File: config.mk
export PLATFORM = sky130hd
export DESIGN_NAME = seq_pattern_scan_ctrl
export DESIGN_NICKNAME = d
export VERILOG_FILES = /design/src/rtl/seq_scan_pkg.sv /design/src/rtl/seq_pattern_scan_ctrl_core.sv /design/src/rtl/seq_pattern_scan_ctrl.sv
export SDC_FILE = /design/constraint.sdc
export NUM_CORES = 1
export LEC_CHECK = 0
export ABC_AREA = 1
export BUFFER_PORTS_ARGS = -buffer_cell sky130_fd_sc_hd__buf_4
export CORE_UTILIZATION = 50
export CTS_CLUSTER_DIAMETER = 40
export DETAILED_ROUTE_END_ITERATION = 10
export PLACE_DENSITY = 0.72
export SKIP_LAST_GASP = 1
export SYNTH_ARGS = -nofsm -noshare
export SYNTH_HDL_FRONTEND = slang
export SYNTH_HIERARCHICAL = 1
export SYNTH_SLANG_ARGS = --single-unit
File: constraint.sdc
create_clock -name clk -period 5.2 [get_ports clk]
set_input_delay 1.3 -clock clk [delete_from_list [all_inputs] [get_ports clk]]
set_output_delay 1.3 -clock clk [all_outputs]
set_load 0.01 [all_outputs]
File: src/rtl/seq_scan_pkg.sv
// Shared types and defaults for the serial pattern scan controller.
//   state_t   : controller states
//   DEF_*     : default parameter values
//   clamp_len : folds a requested pattern length into 1..maxlen
package seq_scan_pkg;

  typedef enum logic [1:0] {
    IDLE = 2'd0,
    SCAN = 2'd1,
    DONE = 2'd2
  } state_t;

  localparam int DEF_MAXLEN = 8;
  localparam int DEF_LW     = 4;
  localparam int DEF_CW     = 8;

  function automatic int clamp_len(input int len, input int maxlen);
    if (len < 1)           return 1;
    else if (len > maxlen) return maxlen;
    else                   return len;
  endfunction

endpackage

File: src/rtl/seq_pattern_scan_ctrl_core.sv
// pattern_match_core: history shift register, fill counter and masked compare.
//   clk, rst    : clock, synchronous active-high reset
//   bit_valid   : shift bit_in into the history this cycle
//   bit_in      : serial data bit
//   clear       : empty history and fill (new scan)
//   clear_fill  : restart fill on this bit (non-overlapping mode after a hit)
//   len         : active pattern length, already clamped to 1..MAXLEN
//   pattern     : pattern, bit [len-1] received first
//   hit         : combinational; the bit being shifted in completes a match
module pattern_match_core #(
  parameter int MAXLEN = 8,
  parameter int LW     = 4
) (
  input  logic              clk,
  input  logic              rst,
  input  logic              bit_valid,
  input  logic              bit_in,
  input  logic              clear,
  input  logic              clear_fill,
  input  logic [LW-1:0]     len,
  input  logic [MAXLEN-1:0] pattern,
  output logic              hit
);

  logic [MAXLEN-1:0] hist_q, hist_nx, mask;
  logic [LW-1:0]     fill_q, fill_nx;

  // hit is evaluated against the post-shift history and fill so the match
  // can be registered on the same edge that accepts the completing bit.
  always_comb begin
    hist_nx = {hist_q[MAXLEN-2:0], bit_in};
    fill_nx = (fill_q >= LW'(MAXLEN)) ? LW'(MAXLEN) : fill_q + LW'(1);
    for (int i = 0; i < MAXLEN; i++) begin
      mask[i] = (i < int'(len));
    end
    hit = bit_valid && (fill_nx >= len) && (((hist_nx ^ pattern) & mask) == '0);
  end

  always_ff @(posedge clk) begin
    if (rst || clear) begin
      hist_q <= '0;
      fill_q <= '0;
    end else if (bit_valid) begin
      hist_q <= hist_nx;
      fill_q <= clear_fill ? '0 : fill_nx;
    end
  end

endmodule

File: src/rtl/seq_pattern_scan_ctrl.sv
// Programmable serial bit-pattern scan controller.
//   clk, rst                  : clock, synchronous active-high reset
//   cfg_valid / cfg_ready     : config handshake (ready only in IDLE)
//   cfg_pattern, cfg_len      : pattern and length (len 0 -> 1, >MAXLEN -> MAXLEN)
//   cfg_max_matches           : stop after this many matches, 0 = unlimited
//   cfg_overlap               : 1 = overlapping matches allowed
//   start                     : arm a scan (IDLE only)
//   abort                     : abandon the scan (SCAN only)
//   bit_valid, bit_in         : qualified serial stream
//   busy                      : scanning
//   match                     : one-cycle pulse, one cycle after the completing bit
//   match_count               : saturating match count since last start
//   done                      : one-cycle pulse when the match limit is reached
module seq_pattern_scan_ctrl
  import seq_scan_pkg::*;
#(
  parameter int MAXLEN = DEF_MAXLEN,
  parameter int LW     = DEF_LW,
  parameter int CW     = DEF_CW
) (
  input  logic              clk,
  input  logic              rst,
  input  logic              cfg_valid,
  output logic              cfg_ready,
  input  logic [MAXLEN-1:0] cfg_pattern,
  input  logic [LW-1:0]     cfg_len,
  input  logic [CW-1:0]     cfg_max_matches,
  input  logic              cfg_overlap,
  input  logic              start,
  input  logic              abort,
  input  logic              bit_valid,
  input  logic              bit_in,
  output logic              busy,
  output logic              match,
  output logic [CW-1:0]     match_count,
  output logic              done
);

  // state | meaning
  // IDLE  | accepts config and start, stream ignored
  // SCAN  | shifting bits, reporting matches
  // DONE  | match limit reached, one-cycle done pulse

  state_t            state_q, state_nx;
  logic [MAXLEN-1:0] pat_q;
  logic [LW-1:0]     len_q;
  logic [CW-1:0]     max_q, cnt_q, cnt_inc;
  logic              ovl_q, match_q;
  logic              core_valid, core_clear, core_hit, hit_ok, clear_fill;

  assign core_valid = (state_q == SCAN) && bit_valid;
  assign core_clear = (state_q == IDLE) && start;
  // abort wins over a hit arriving in the same cycle
  assign hit_ok     = core_hit && !abort;
  assign clear_fill = hit_ok && !ovl_q;
  assign cnt_inc    = (cnt_q == '1) ? cnt_q : cnt_q + CW'(1);

  pattern_match_core #(
    .MAXLEN(MAXLEN),
    .LW    (LW)
  ) u_core (
    .clk       (clk),
    .rst       (rst),
    .bit_valid (core_valid),
    .bit_in    (bit_in),
    .clear     (core_clear),
    .clear_fill(clear_fill),
    .len       (len_q),
    .pattern   (pat_q),
    .hit       (core_hit)
  );

  always_ff @(posedge clk) begin
    if (rst) state_q <= IDLE;
    else     state_q <= state_nx;
  end

  always_comb begin
    state_nx = state_q;
    case (state_q)
      IDLE: if (start) state_nx = SCAN;
      SCAN: begin
        if (abort)
          state_nx = IDLE;
        else if (hit_ok && (max_q != '0) && (cnt_inc == max_q))
          state_nx = DONE;
      end
      DONE:    state_nx = IDLE;
      default: state_nx = IDLE;
    endcase
  end

  always_ff @(posedge clk) begin
    if (rst) begin
      pat_q   <= '0;
      len_q   <= LW'(MAXLEN);
      max_q   <= '0;
      ovl_q   <= 1'b1;
      cnt_q   <= '0;
      match_q <= 1'b0;
    end else begin
      match_q <= 1'b0;
      if ((state_q == IDLE) && cfg_valid) begin
        pat_q <= cfg_pattern;
        len_q <= LW'(clamp_len(int'(cfg_len), MAXLEN));
        max_q <= cfg_max_matches;
        ovl_q <= cfg_overlap;
      end
      if (core_clear) cnt_q <= '0;
      if (hit_ok) begin
        match_q <= 1'b1;
        cnt_q   <= cnt_inc;
      end
    end
  end

  assign cfg_ready   = (state_q == IDLE);
  assign busy        = (state_q == SCAN);
  assign done        = (state_q == DONE);
  assign match       = match_q;
  assign match_count = cnt_q;

endmodule

Word-level counts from Yosys, hierarchy flattened --
Index checks and enable logic that the tools add are counted. Widths: inputs -> output; s select.
Word-level totals: register bits 43, input bits 28, output and inout port bits 12, logic and storage cells 60
Operators by class: add/sub/neg operators 2, $lt $le $gt $ge 12, eq/ne operators 6, muxes and demuxes 12, bitwise logic cells 2, reductions and logical operators 17
Operators by type and width (number):
- $mux 8 | 3
- $lt 3x4->1 const A | 4
- $mux 4 | 4
- $logic_and 1x1->1 | 9
- $add 8x1->8 const B | 1
- $and 8x8->8 | 1
- $eq 8x8->1 | 1
- $eq 8x8->1 const B | 1
- $logic_not 8->1 | 1
- $lt 1x4->1 const A | 2
- $lt 2x4->1 const A | 2
- $reduce_bool 8->1 | 1
- $xor 8x8->8 | 1
- $mux 2 | 3
- $add 4x1->4 const B | 1
- $ge 4x4->1 | 1
- $ge 4x4->1 const B | 1
- $gt 4x4->1 const B | 1
- $lt 4x1->1 const B | 1
- $pmux 2 s2 | 1
- $ne 3x2->1 const B | 1
- $eq 2x1->1 const B | 1
- $eq 2x2->1 const B | 1
- $logic_not 1->1 | 2
- other kinds (6) | 6

Logic depth before layout (Yosys ltp) --
depth in word-level cells 11, depth in mapped cells 16, mapped depth without buffers 16

By module --
Netlist, hierarchy kept.
Modules (own cells, without submodules):
- seq_pattern_scan_ctrl | times used 1, cells an instance 237, area each 1592.8 um^2, sequential area each 640.6 um^2
- pattern_match_core | times used 1, cells an instance 123, area each 787.0 um^2, sequential area each 220.2 um^2

Least setup slack after synthesis --
OpenSTA, ideal clock, no wires.
kind input port to flip-flop, start point input port bit_valid, end point register cnt_q[1], in the netlist match_count[1], library setup time 0.074 ns, arrival 2.472 ns, required time 5.126 ns, slack 2.654 ns, cell stages on the path 11, buffers on the path 1, path through and3_1 > buf_6 > nand2_1 > nor2_1 > nand2_1 > nor2_2 > nand2_1 > inv_1 > nor2_1 > nand2_1 > o21ai_0
On the way: cells in the longest elaborated chain, start to end 5, elaborated cells between the ends (all ways) 6, classes of those cells mux (1); reduce/logical (5)
RTL lines:
- start: declaration | line seq_pattern_scan_ctrl.sv:31 | input logic bit_valid,
- $logic_and 1x1->1 * | line seq_pattern_scan_ctrl.sv:51 | assign core_valid = (state_q == SCAN) && bit_valid;
- $logic_and 1x1->1 * (2 in series) | line seq_pattern_scan_ctrl_core.sv:36 | hit = bit_valid && (fill_nx >= len) && (((hist_nx ^ pattern) & mask) == '0);
- via core_hit | line seq_pattern_scan_ctrl.sv:49 | logic core_valid, core_clear, core_hit, hit_ok, clear_fill;
- $logic_and 1x1->1 * | line seq_pattern_scan_ctrl.sv:54 | assign hit_ok = core_hit && !abort;
- $mux 8 / $reduce_bool 2->1 (equally long branches)
- end signal: assignment | line seq_pattern_scan_ctrl.sv:112 | cnt_q <= cnt_inc;
- end: declaration | line seq_pattern_scan_ctrl.sv:47 | logic [CW-1:0] max_q, cnt_q, cnt_inc;
The timed path passes the listed nets; every way through them passes the cells marked *. A chain may end at the register's enable or synchronous reset.

Final worst setup path --
start point input port bit_valid, end point register cnt_q[6], in the netlist match_count[6]
On the way: cells in the longest elaborated chain, start to end 5, elaborated cells between the ends (all ways) 6, classes of those cells mux (1); reduce/logical (5)
RTL lines (line):
- $logic_and 1x1->1 * | seq_pattern_scan_ctrl.sv:51
- via core_valid | seq_pattern_scan_ctrl.sv:49
- $logic_and 1x1->1 * (2 in series) | seq_pattern_scan_ctrl_core.sv:36
- via core_hit | seq_pattern_scan_ctrl.sv:49
- $logic_and 1x1->1 * | seq_pattern_scan_ctrl.sv:54
- $mux 8 / $reduce_bool 2->1 (equally long branches)
Marked as above.

==> flow_summary.toml <==
[run_status]
status = "finished, final reports clean"

[route]
drt_iter0_drc = 133
drc = 0
drt_wl_total_um = 5510
viasPerCell = 5.10
dr_total_vias = 2294
wl_per_cell_um = 12.2
drt_pass1_iterations = 6
antenna_left = 0

[sta]
fmax_ghz = 0.379
rsz0062_at_grt = "no"
drv_slew = 0
fin_crit_ps = 2640
clock_skew_ps = 7.83
setup_viol = 0
slew-limit-headroom_pct = 61.3
tns_ps = 0
hold_violations = 0
hold_ws_ps = 496
tightestPinTransition_ps = 580
post-route-period-util_pct = 50.7
fin_ws_ps = 2560

[pwr]
p_clk_share_pct = 35.8
combPwrFrac_pct = 13.3
switchingPower_w = 0.000176
sw_frac_of_total_pct = 25.1
p_int_w = 0.000525
irDropWorstVdd_mv = 0.220
total_leakage_power_nw = 1.33
p_total_w = 0.000701
seqPwrFrac_pct = 50.9
cellPowerDensity_nw_per_um2 = 250

[floorplanning]
die_area_sq_um = 5040
ioPinCount = 40
fp.dieW_um = 71.0
coreArea_sq_um = 4470
start_util_pct = 53.2
dieHeight_um = 71.0
rows = 24

[critical_path]
cp_max_fo = 11
cp.arrival_ps = 2860
critPathKind = "input port to register"
startpoint_type = "input port"
reg2reg_to = "match_count[6]"
end_kind = "register"
worst_path_most_repeated_cell = "nand2_1"
r2r-start = "u_core/fill_q[0]"
reg2reg_depth = 16
worst_path_largest_cell_delay_ps = 310
worstPathRequired_ps = 5420
worstPathCellList = "buf_4 > and3_1 > nand2_1 > nor2_1 > nand2_1 > nor2_2 > nand2_1 > inv_1 > nor2_1 > nand2_1 > o21ai_0"
slowest_stage = "and3_1"
r2r_slack_ps = 2750

[cts]
h-tree-depth = 2
cts_hold_buf = 0
clk_pin_slew_worst_paths_ps = 80
cts_setup_buffers = 0
cts_root_buf = "clkbuf_8"
worstSkewPairLatency_ps = 290
cts_buffers = 5
cts_sinks = 43
cts_tree = "done"
cts_resized = 0
clk_path_buf_depth = 2

[global_routing]
track_usage_pct = 23.7
grt_max_degree = 29
grt_overflow = 0
antenna_found_initial = 0
grt_pass1_wl_um = 9390
grt_pass1_vias = 2061

[synthesis]
syn-num-nets = 395
synth_warnings = 6
synth-async-reset-ratio_pct = 0
ys_seq_area_share_pct = 36.2
avgSynthCellArea_sq_um = 6.61
syn_inst = 360
synth_flop_cell = "dfxtp_1"
synth-seq-cells = 43
synth-edff-count = 0
yosysUniqueCellTypes = 33
netlist_area_sq_um = 2380

[worst_hold_path]
hold_class = "register to register"
hold_path_depth = 2
holdPathEnd = "max_q[5]"
hp-start = "max_q[5]"

[final_layout]
fillers = 441
syn_to_final_growth_pct = 17.7
layout-drive-gt1-share_pct = 16.3
final_nets = 433
multiInputGateArea_sq_um = 1290
antenna_cells = 0
regArea_sq_um = 861
final_area_sq_um = 2800

[placement]
place_congestion = 0.877
dpl.hpwl_um = 4200
pre_cts_slack_ps = 2260
portBuffers = 39
placed_area_sq_um = 2700

[run]
drv_cap = 0
-- synthesized netlist by cell type (3+ instances only) --
cell	count	area, sq um
nand2_1	94	353
inv_1	48	180
dfxtp_1	43	861
nor2_1	43	161
nand3_1	31	155
a21oi_1	23	115
o21ai_0	22	110
ha_1	7	87.6
clkbuf_1	5	18.8
nand2_2	5	31.3
nor2_2	5	31.3
xnor2_1	4	35.0
a211oi_2	3	37.5
or2_1	3	18.8
-- through the flow --
step,utilization (%),std cells
after floorplan,-,360
after global placement,60.3,443
after detailed placement,60.3,443
after CTS,62.6,450
after global routing,62.6,450
final,62.6,450
-- power groups by stage --
stage	combinational (W)	sequential, W	clock, W
after global placement	0.0000908	0.000364	0
after detailed placement	0.0000928	0.000365	0
after floorplan	0.0000636	0.000361	0
final	0.0000931	0.000357	0.000251
after global routing	0.000108	0.000359	0.000269
after CTS	0.0000934	0.000357	0.000253
-- cells by family (layout without fill, tap and decap cells) --
family          after synthesis  count (layout)  share of synthesized area (%)
flops                        43              43                           36.2
xor+xnor                      6               6                           2.21
buf+inv                      59              97                           9.67
fa+ha+maj                     7               7                           3.68
simple gates                192             192                           35.5
compound gates               53              53                           12.7
-- worst max-delay path: cells and delay by family --
kind	cells	cell delay, ps
simple gates	8	1160
buf+inv	2	220
compound gates	1	170
-- flip-flops by register name (all words and copies together) (netlist names) --
signal,flops
len_q,4
pat_q,8
state_q,2
u_core/hist_q,7
match,1
u_core/fill_q,4
max_q,8
match_count,8
ovl_q,1
-- cells in the final DEF (no fill, tap or decap), drive strengths merged --
master  instances
ha              7
o21bai          1
nand2         100
xnor2           4
a21oi          23
nand3b          2
a32o            1
a31oi           1
inv            50
a211oi          4
xor2            2
nor4            2
dfxtp          43
clkbuf          6
nand3          31
clkinv          1
bufinv          1
o32ai           1
o21ai          22
or2             6
nor2           50
and3            1
buf            39
-- layer usage --
layer / track usage [%] / vias up / share of wire [%]
li1: - / 1209 / -
met1: 33.2 / 1037 / 51
met2: 37.3 / 46 / 44
met3: 6.27 / 2 / 4.1
met4: 4.00 / 0 / 0.45
met5: 0 / - / 0
-- how the worst max path moves through the flow --
stage          startpoint              to  slack [ps]  cells past startpoint
2_1_floorplan   bit_valid  match_count[1]        2650                     11
3_3_place_gp    bit_valid  match_count[4]        2340                     11
3_5_place_dp    bit_valid  match_count[1]        2260                     11
4_1_cts         bit_valid  match_count[1]        2570                     11
5_1_grt         bit_valid  match_count[4]        2450                     11
6_report        bit_valid  match_count[6]        2560                     11
-- cell type report --
cell class                 instances  area share (%)
timing repair buffer              39            10.5
multi-input combinational        258            46.0
clock buffer                       6            2.59
sequential                        43            30.7
clock inverter                     1            1.07
tap                               52            2.32
inverter                          51            6.83
Power figures use the tool's default switching activity.
